## src/rtl/lsu.sv

```systemverilog
// ---------------------------------------------------------------------------
// lsu -- RV32I load/store unit with a single-transaction Wishbone master.
//
// A load or store from the execute stage is accepted in IDLE, issued on the
// bus in BUS, optionally retried through WAIT, and completed with a
// one-cycle pulse in RESP.
//
// Parameters
//   RETRY_LIMIT    bus reissues allowed after rty_i before an error response
//
// Configuration macro
//   LSU_MISALIGN_TRAP_EN  when defined, a misaligned half or word returns an
//                         error without a bus cycle. When undefined, the low
//                         address bits that do not fit the access size are
//                         ignored.
//
// Ports
//   clk_i, rst_ni             clock, asynchronous active-low reset
//   req_valid_i/req_ready_o   request handshake (see below)
//   req_we_i, req_funct3_i    store flag, RV32I funct3
//   req_addr_i, req_wdata_i   effective byte address, store data
//   rsp_valid_o               one-cycle completion pulse
//   rsp_rdata_o, rsp_err_o    extended load data / fault; held until the
//                             next rsp_valid_o
//   cyc_o, stb_o, we_o, adr_o, sel_o, dat_o, dat_i, ack_i, err_i, rty_i
//                             Wishbone master port
//   state_o                   current FSM state for debug
//
// Handshake: a request transfers on a rising edge where req_valid_i and
// req_ready_o are both high. req_ready_o is high only in IDLE and only while
// reset is released. Exactly one rsp_valid_o pulse follows each accepted
// request, unless reset aborts the transaction.
// ---------------------------------------------------------------------------
module lsu #(
   parameter int RETRY_LIMIT = 3
) (
   input  logic        clk_i,
   input  logic        rst_ni,
   input  logic        req_valid_i,
   output logic        req_ready_o,
   input  logic        req_we_i,
   input  logic [2:0]  req_funct3_i,
   input  logic [31:0] req_addr_i,
   input  logic [31:0] req_wdata_i,
   output logic        rsp_valid_o,
   output logic [31:0] rsp_rdata_o,
   output logic        rsp_err_o,
   output logic        cyc_o,
   output logic        stb_o,
   output logic        we_o,
   output logic [31:0] adr_o,
   output logic [3:0]  sel_o,
   output logic [31:0] dat_o,
   input  logic [31:0] dat_i,
   input  logic        ack_i,
   input  logic        err_i,
   input  logic        rty_i,
   output logic [1:0]  state_o
);

   localparam int CNT_W = (RETRY_LIMIT < 1) ? 1 : $clog2(RETRY_LIMIT + 1);

   typedef enum logic [1:0] {
      IDLE = 2'd0,
      BUS  = 2'd1,
      WAIT = 2'd2,
      RESP = 2'd3
   } state_t;

   state_t state_q, state_d;

   logic [2:0]       funct3_q;
   logic [1:0]       addr_lo_q;
   logic [CNT_W-1:0] retry_q;

   logic        accept;
   logic        ready_raw;
   logic        cnt_inc;
   logic        rsp_capture;
   logic        rsp_err_d;
   logic [31:0] rsp_rdata_d;

   logic        legal;
   logic        misaligned;
   logic [3:0]  sel_d;
   logic [31:0] dat_d;
   logic [31:0] load_data;
   logic [7:0]  lane_byte;
   logic [15:0] lane_half;

   // ---------------- request decode ----------------
   always_comb begin
      legal = 1'b0;
      case (req_funct3_i)
         3'b000, 3'b001, 3'b010: legal = 1'b1;
         3'b100, 3'b101:         legal = ~req_we_i;   // LBU/LHU have no store form
         default:                legal = 1'b0;
      endcase
   end

`ifdef LSU_MISALIGN_TRAP_EN
   assign misaligned = ((req_funct3_i[1:0] == 2'b01) && req_addr_i[0]) ||
                       ((req_funct3_i[1:0] == 2'b10) && (req_addr_i[1:0] != 2'b00));
`else
   assign misaligned = 1'b0;
`endif

   // Size is funct3[1:0]; funct3[2] only selects zero extension for loads.
   // Without the trap, halves use addr[1] only and words always use lane 0.
   always_comb begin
      sel_d = 4'b1111;
      dat_d = req_wdata_i;
      case (req_funct3_i[1:0])
         2'b00: begin
            sel_d = 4'b0001 << req_addr_i[1:0];
            dat_d = {4{req_wdata_i[7:0]}};
         end
         2'b01: begin
            sel_d = 4'b0011 << {req_addr_i[1], 1'b0};
            dat_d = {2{req_wdata_i[15:0]}};
         end
         default: begin
            sel_d = 4'b1111;
            dat_d = req_wdata_i;
         end
      endcase
   end

   // ---------------- load lane extraction ----------------
   logic [31:0] byte_shift;
   logic [31:0] half_shift;
   assign byte_shift = dat_i >> {addr_lo_q, 3'b000};
   assign half_shift = dat_i >> {addr_lo_q[1], 4'b0000};
   assign lane_byte  = byte_shift[7:0];
   assign lane_half  = half_shift[15:0];

   always_comb begin
      load_data = dat_i;
      case (funct3_q)
         3'b000:  load_data = {{24{lane_byte[7]}}, lane_byte};
         3'b001:  load_data = {{16{lane_half[15]}}, lane_half};
         3'b100:  load_data = {24'h0, lane_byte};
         3'b101:  load_data = {16'h0, lane_half};
         default: load_data = dat_i;
      endcase
   end

   // ---------------- FSM ----------------
   always_ff @(posedge clk_i or negedge rst_ni) begin
      if (!rst_ni) state_q <= IDLE;
      else         state_q <= state_d;
   end

   always_comb begin
      state_d     = state_q;
      ready_raw   = 1'b0;
      cyc_o       = 1'b0;
      stb_o       = 1'b0;
      rsp_valid_o = 1'b0;
      accept      = 1'b0;
      cnt_inc     = 1'b0;
      rsp_capture = 1'b0;
      rsp_err_d   = 1'b0;
      rsp_rdata_d = 32'h0;
      case (state_q)
         IDLE: begin
            ready_raw = 1'b1;
            if (req_valid_i) begin
               accept = 1'b1;
               if (legal && !misaligned) begin
                  state_d = BUS;
               end else begin
                  state_d     = RESP;
                  rsp_capture = 1'b1;
                  rsp_err_d   = 1'b1;
               end
            end
         end
         BUS: begin
            cyc_o = 1'b1;
            stb_o = 1'b1;
            // err_i has priority over ack_i and rty_i.
            if (err_i) begin
               state_d     = RESP;
               rsp_capture = 1'b1;
               rsp_err_d   = 1'b1;
            end else if (ack_i) begin
               state_d     = RESP;
               rsp_capture = 1'b1;
               rsp_rdata_d = we_o ? 32'h0 : load_data;
            end else if (rty_i) begin
               if (retry_q == CNT_W'(RETRY_LIMIT)) begin
                  state_d     = RESP;
                  rsp_capture = 1'b1;
                  rsp_err_d   = 1'b1;
               end else begin
                  state_d = WAIT;
                  cnt_inc = 1'b1;
               end
            end
         end
         WAIT: begin
            state_d = BUS;
         end
         RESP: begin
            rsp_valid_o = 1'b1;
            state_d     = IDLE;
         end
         default: state_d = IDLE;
      endcase
   end

   // Reset holds the FSM in IDLE, so ready is also gated by rst_ni directly.
   assign req_ready_o = ready_raw & rst_ni;
   assign state_o     = state_q;

   // ---------------- datapath registers ----------------
   // Bus address/select/data are loaded once at accept and held through all
   // retries, so they stay stable until the cycle terminates.
   always_ff @(posedge clk_i or negedge rst_ni) begin
      if (!rst_ni) begin
         funct3_q    <= 3'b000;
         addr_lo_q   <= 2'b00;
         retry_q     <= '0;
         we_o        <= 1'b0;
         adr_o       <= 32'h0;
         sel_o       <= 4'b0000;
         dat_o       <= 32'h0;
         rsp_rdata_o <= 32'h0;
         rsp_err_o   <= 1'b0;
      end else begin
         if (accept) begin
            funct3_q  <= req_funct3_i;
            addr_lo_q <= req_addr_i[1:0];
            retry_q   <= '0;
            we_o      <= req_we_i;
            adr_o     <= {req_addr_i[31:2], 2'b00};
            sel_o     <= sel_d;
            dat_o     <= dat_d;
         end else if (cnt_inc) begin
            retry_q <= retry_q + 1'b1;
         end
         if (rsp_capture) begin
            rsp_rdata_o <= rsp_rdata_d;
            rsp_err_o   <= rsp_err_d;
         end
      end
   end

endmodule

```

## config.mk

```make
export PLATFORM = sky130hd
export DESIGN_NAME = lsu
export DESIGN_NICKNAME = d
export VERILOG_FILES = /design/src/rtl/lsu.sv
export SDC_FILE = /design/constraint.sdc
export NUM_CORES = 1
export LEC_CHECK = 0
export ABC_AREA = 1
export CAP_MARGIN = 20
export CELL_PAD_IN_SITES_DETAIL_PLACEMENT = 1
export CELL_PAD_IN_SITES_GLOBAL_PLACEMENT = 1
export CORE_MARGIN = 5
export CORE_UTILIZATION = 32
export CTS_CLUSTER_DIAMETER = 30
export DETAILED_ROUTE_END_ITERATION = 7
export PLACE_DENSITY = 0.95
export SYNTH_ARGS = -nofsm -noshare
export SYNTH_HDL_FRONTEND = slang
export SYNTH_SLANG_ARGS = --single-unit
export TNS_END_PERCENT = 100
```

## constraint.sdc

```tcl
create_clock -name clk_i -period 2.55 [get_ports clk_i]
set_input_delay 0.255 -clock clk_i [delete_from_list [all_inputs] [get_ports clk_i]]
set_output_delay 0.255 -clock clk_i [all_outputs]
set_load 0.03 [all_outputs]
```

==> flow_metrics.env <==
export IMPL_crit_buf_inv=2
export IMPL_finish_instance_area_sq_um=7810
export IMPL_ant_nets=0
export IMPL_fmax_ghz=0.465
export IMPL_grt_max_degree=59
export IMPL_relSlewSlack=0.494
export IMPL_cp_common_cell="nor2_1"
export IMPL_cts_tree="done"
export IMPL_vias=5343
export IMPL_p_comb_frac=0.562
export IMPL_wl_um=19100
export IMPL_grt_pass1_wl_um=30300
export IMPL_required_ns=2.30
export IMPL_criticalPathCategory="reg -> out"
export IMPL_clk_path_buf_depth=2
export IMPL_timing_critical_path_from="state_o[0]"
export IMPL_p_total_w=0.00997
export IMPL_status="finished, final reports clean"
export IMPL_area_growth_pct=49.6
export IMPL_root_buffer="clkbuf_16"
export IMPL_cap_violations=0
export IMPL_cts_resized_gates=0
export IMPL_slowest_stage="clkdlybuf4s50_1"
export IMPL_antenna_found_initial=0
export IMPL_setup_violations=0
export IMPL_grt_overflow=0
export IMPL_cp_arrival_ns=1.90
export IMPL_path_max_fanout=6
export IMPL_cts_hold_buffers=0
export IMPL_first_iter_violations=281
export IMPL_synth_common_cells="nand2_1 (271), dfrtp_1 (109), nor2_1 (81)"
export IMPL_fp_dieH_um=138
export IMPL_syn_area_sq_um=5220
export IMPL_power_frac_seq=0.304
export IMPL_rsz0062_at_grt="no"
export IMPL_p_int_w=0.00529
export IMPL_ir_drop_mv=0.512
export IMPL_synth_area_leaders="dfrtp_1 (52%), nand2_1 (19%), nor2_1 (5.8%)"
export IMPL_yosysTopAreaCell="dfrtp_1"
export IMPL_drc_errors=0
export IMPL_synth_edff_count=0
export IMPL_switchingPower_w=0.00467
export IMPL_r2r_start="state_o[0]"
export IMPL_wl_per_cell_um=17.3
export IMPL_place_congestion=0.817
export IMPL_yosysTopAreaCellShare=0.523
export IMPL_rows=46
export IMPL_ys_ff_latch=109
export IMPL_die_area_sq_um=19000
export IMPL_nets=994
export IMPL_design_core_area_sq_um=15900
export IMPL_crit_family="buffers and inverters"
export IMPL_start_kind="flip-flop"
export IMPL_crit_chain="nor2_1 -> inv_1 -> nor2_1 -> clkdlybuf4s50_1"
export IMPL_switching_share=0.469
export IMPL_ff2ff_setup_slack_ns=0.73
export IMPL_period_needed_ns=2.15
export IMPL_start_util=0.327
export IMPL_avgViaCountPerCell=4.82
export IMPL_cpPeakStageDelay_ns=0.68
export IMPL_ios=214
export IMPL_end_kind="output port"
export IMPL_tns_ns=0
export IMPL_fin_skew_ns=0.0103
export IMPL_hold_violations=0
export IMPL_ff2ff_path_depth=7
export IMPL_first_global_vias=5742
export IMPL_endpoint="req_ready_o"
export IMPL_dpl_instance_area_sq_um=7530
export IMPL_ys_types=27
export IMPL_ys_seq_area_frac=0.523
export IMPL_p_leak_nw=3.80
export IMPL_drive_gt1_frac=0.0527
export IMPL_yosys_warnings=0
export IMPL_ctsHtreeMaxLevel=3
export IMPL_post_cts_setup_buffers=0
export IMPL_syn_inst=691
export IMPL_portBuffers=211
export IMPL_hold_class="in -> async"
export IMPL_synth_most_common_cell="nand2_1"
export IMPL_drv_slew=0
export IMPL_clkLatencyLatePin_ns=0.35
export IMPL_clockPowerShare=0.134
export IMPL_synth_ff_type="dfrtp_1"
export IMPL_grt_usage=0.205
export IMPL_r2r_end="rsp_rdata_o[0]"
export IMPL_worst_pin_slew_ns=0.758
export IMPL_fin_crit_sh=0.844
export IMPL_dr_pass1_iters=4
export IMPL_async_flop_share=1.00
export IMPL_syn_avg_cell_area_sq_um=7.55
export IMPL_clk_pin_slew_worst_paths_ns=0.08
export IMPL_power_density_nw_per_um2=1280
export IMPL_cp_depth=4
export IMPL_cts_sinks=109
export IMPL_hpwlAfterDp_um=14400
export IMPL_antenna_cells=0
export IMPL_numCtsBuffers=9
export IMPL_die_w_um=138
[power groups by stage]
stage | clock network (W) | logic, W | registers (W)
floorplan | 0 | 0.00181 | 0.00441
global placement | 0 | 0.00549 | 0.00301
detailed placement | 0 | 0.00565 | 0.00305
CTS | 0.00139 | 0.00567 | 0.00304
global route | 0.00147 | 0.00605 | 0.00313
finish | 0.00134 | 0.00560 | 0.00303
[per-stage QoR]
stage          setup slack, ns  utilization  hold WS, ns  cells
6_report                 0.398        0.490       0.0505   1108
5_1_grt                  0.255        0.490        0.110   1108
3_5_place_dp             0.466        0.472        0.455   1092
4_1_cts                  0.379        0.490       0.0683   1108
3_3_place_gp             0.592        0.472        0.448   1092
2_1_floorplan            0.951            -      -0.0406    692
[cell families (layout without fill, tap and decap cells)]
family | after synthesis | count (layout) | share of synthesized area
other cells | 1 | 2 | 0.000718
simple gates | 429 | 429 | 0.334
buf+inv | 65 | 265 | 0.0558
flops | 109 | 109 | 0.523
xor+xnor | 1 | 1 | 0.00168
compound gates | 85 | 85 | 0.0827
fa+ha+maj | 1 | 1 | 0.00240
[layout by cell type (no fill, tap or decap), types with 2 or more instances in the layout]
cell type	Yosys	layout
nand2_1	271	271
clkdlybuf4s50_1	0	210
dfrtp_1	109	109
nor2_1	81	81
nand3_1	58	58
o21ai_0	46	46
a21oi_1	36	36
inv_1	22	22
buf_4	4	13
clkbuf_16	0	9
or2_2	8	8
nand2_2	3	3
clkinv_2	0	3
inv_2	2	2
nand4_1	2	2
nor3_1	2	2
conb_1	1	2
clkinv_4	0	2
buf_12	0	2
[registers in the layout, summed over array words and instances, names as in the netlist]
name	count
dat_o	32
rsp_rdata_o	32
sel_o	4
rsp_err_o	1
adr_o	30
retry_q	2
funct3_q	3
state_o	2
addr_lo_q	2
we_o	1
[worst min-delay path by stage]
stage	to	slack, ns	depth (start not counted)
2_1_floorplan	addr_lo_q[0]	-0.04	0
3_3_place_gp	rsp_rdata_o[23]	0.45	2
3_5_place_dp	rsp_rdata_o[31]	0.46	2
4_1_cts	rsp_rdata_o[31]	0.07	2
5_1_grt	rsp_rdata_o[27]	0.11	2
6_report	rsp_err_o	0.05	2
[final cells by class]
| class | count | area [sq um] |
|---|---|---|
| Clock buffer | 9 | 225 |
| Clock inverter | 7 | 51.3 |
| Fill cell | 1942 | 8130 |
| Inverter | 24 | 90.1 |
| Multi-Input combinational cell | 518 | 2200 |
| Sequential cell | 109 | 2730 |
| Tap cell | 216 | 270 |
| Timing Repair Buffer | 225 | 2240 |
[layer usage]
metal / GRT usage / vias to the layer above / share of wire
li1: - / 2575 / -
met1: 0.237 / 2595 / 0.39
met3: 0.0774 / 16 / 0.093
met2: 0.359 / 157 / 0.50
met5: 0 / - / 0
met4: 0.0477 / 0 / 0.013
Power figures use the tool's default switching activity.
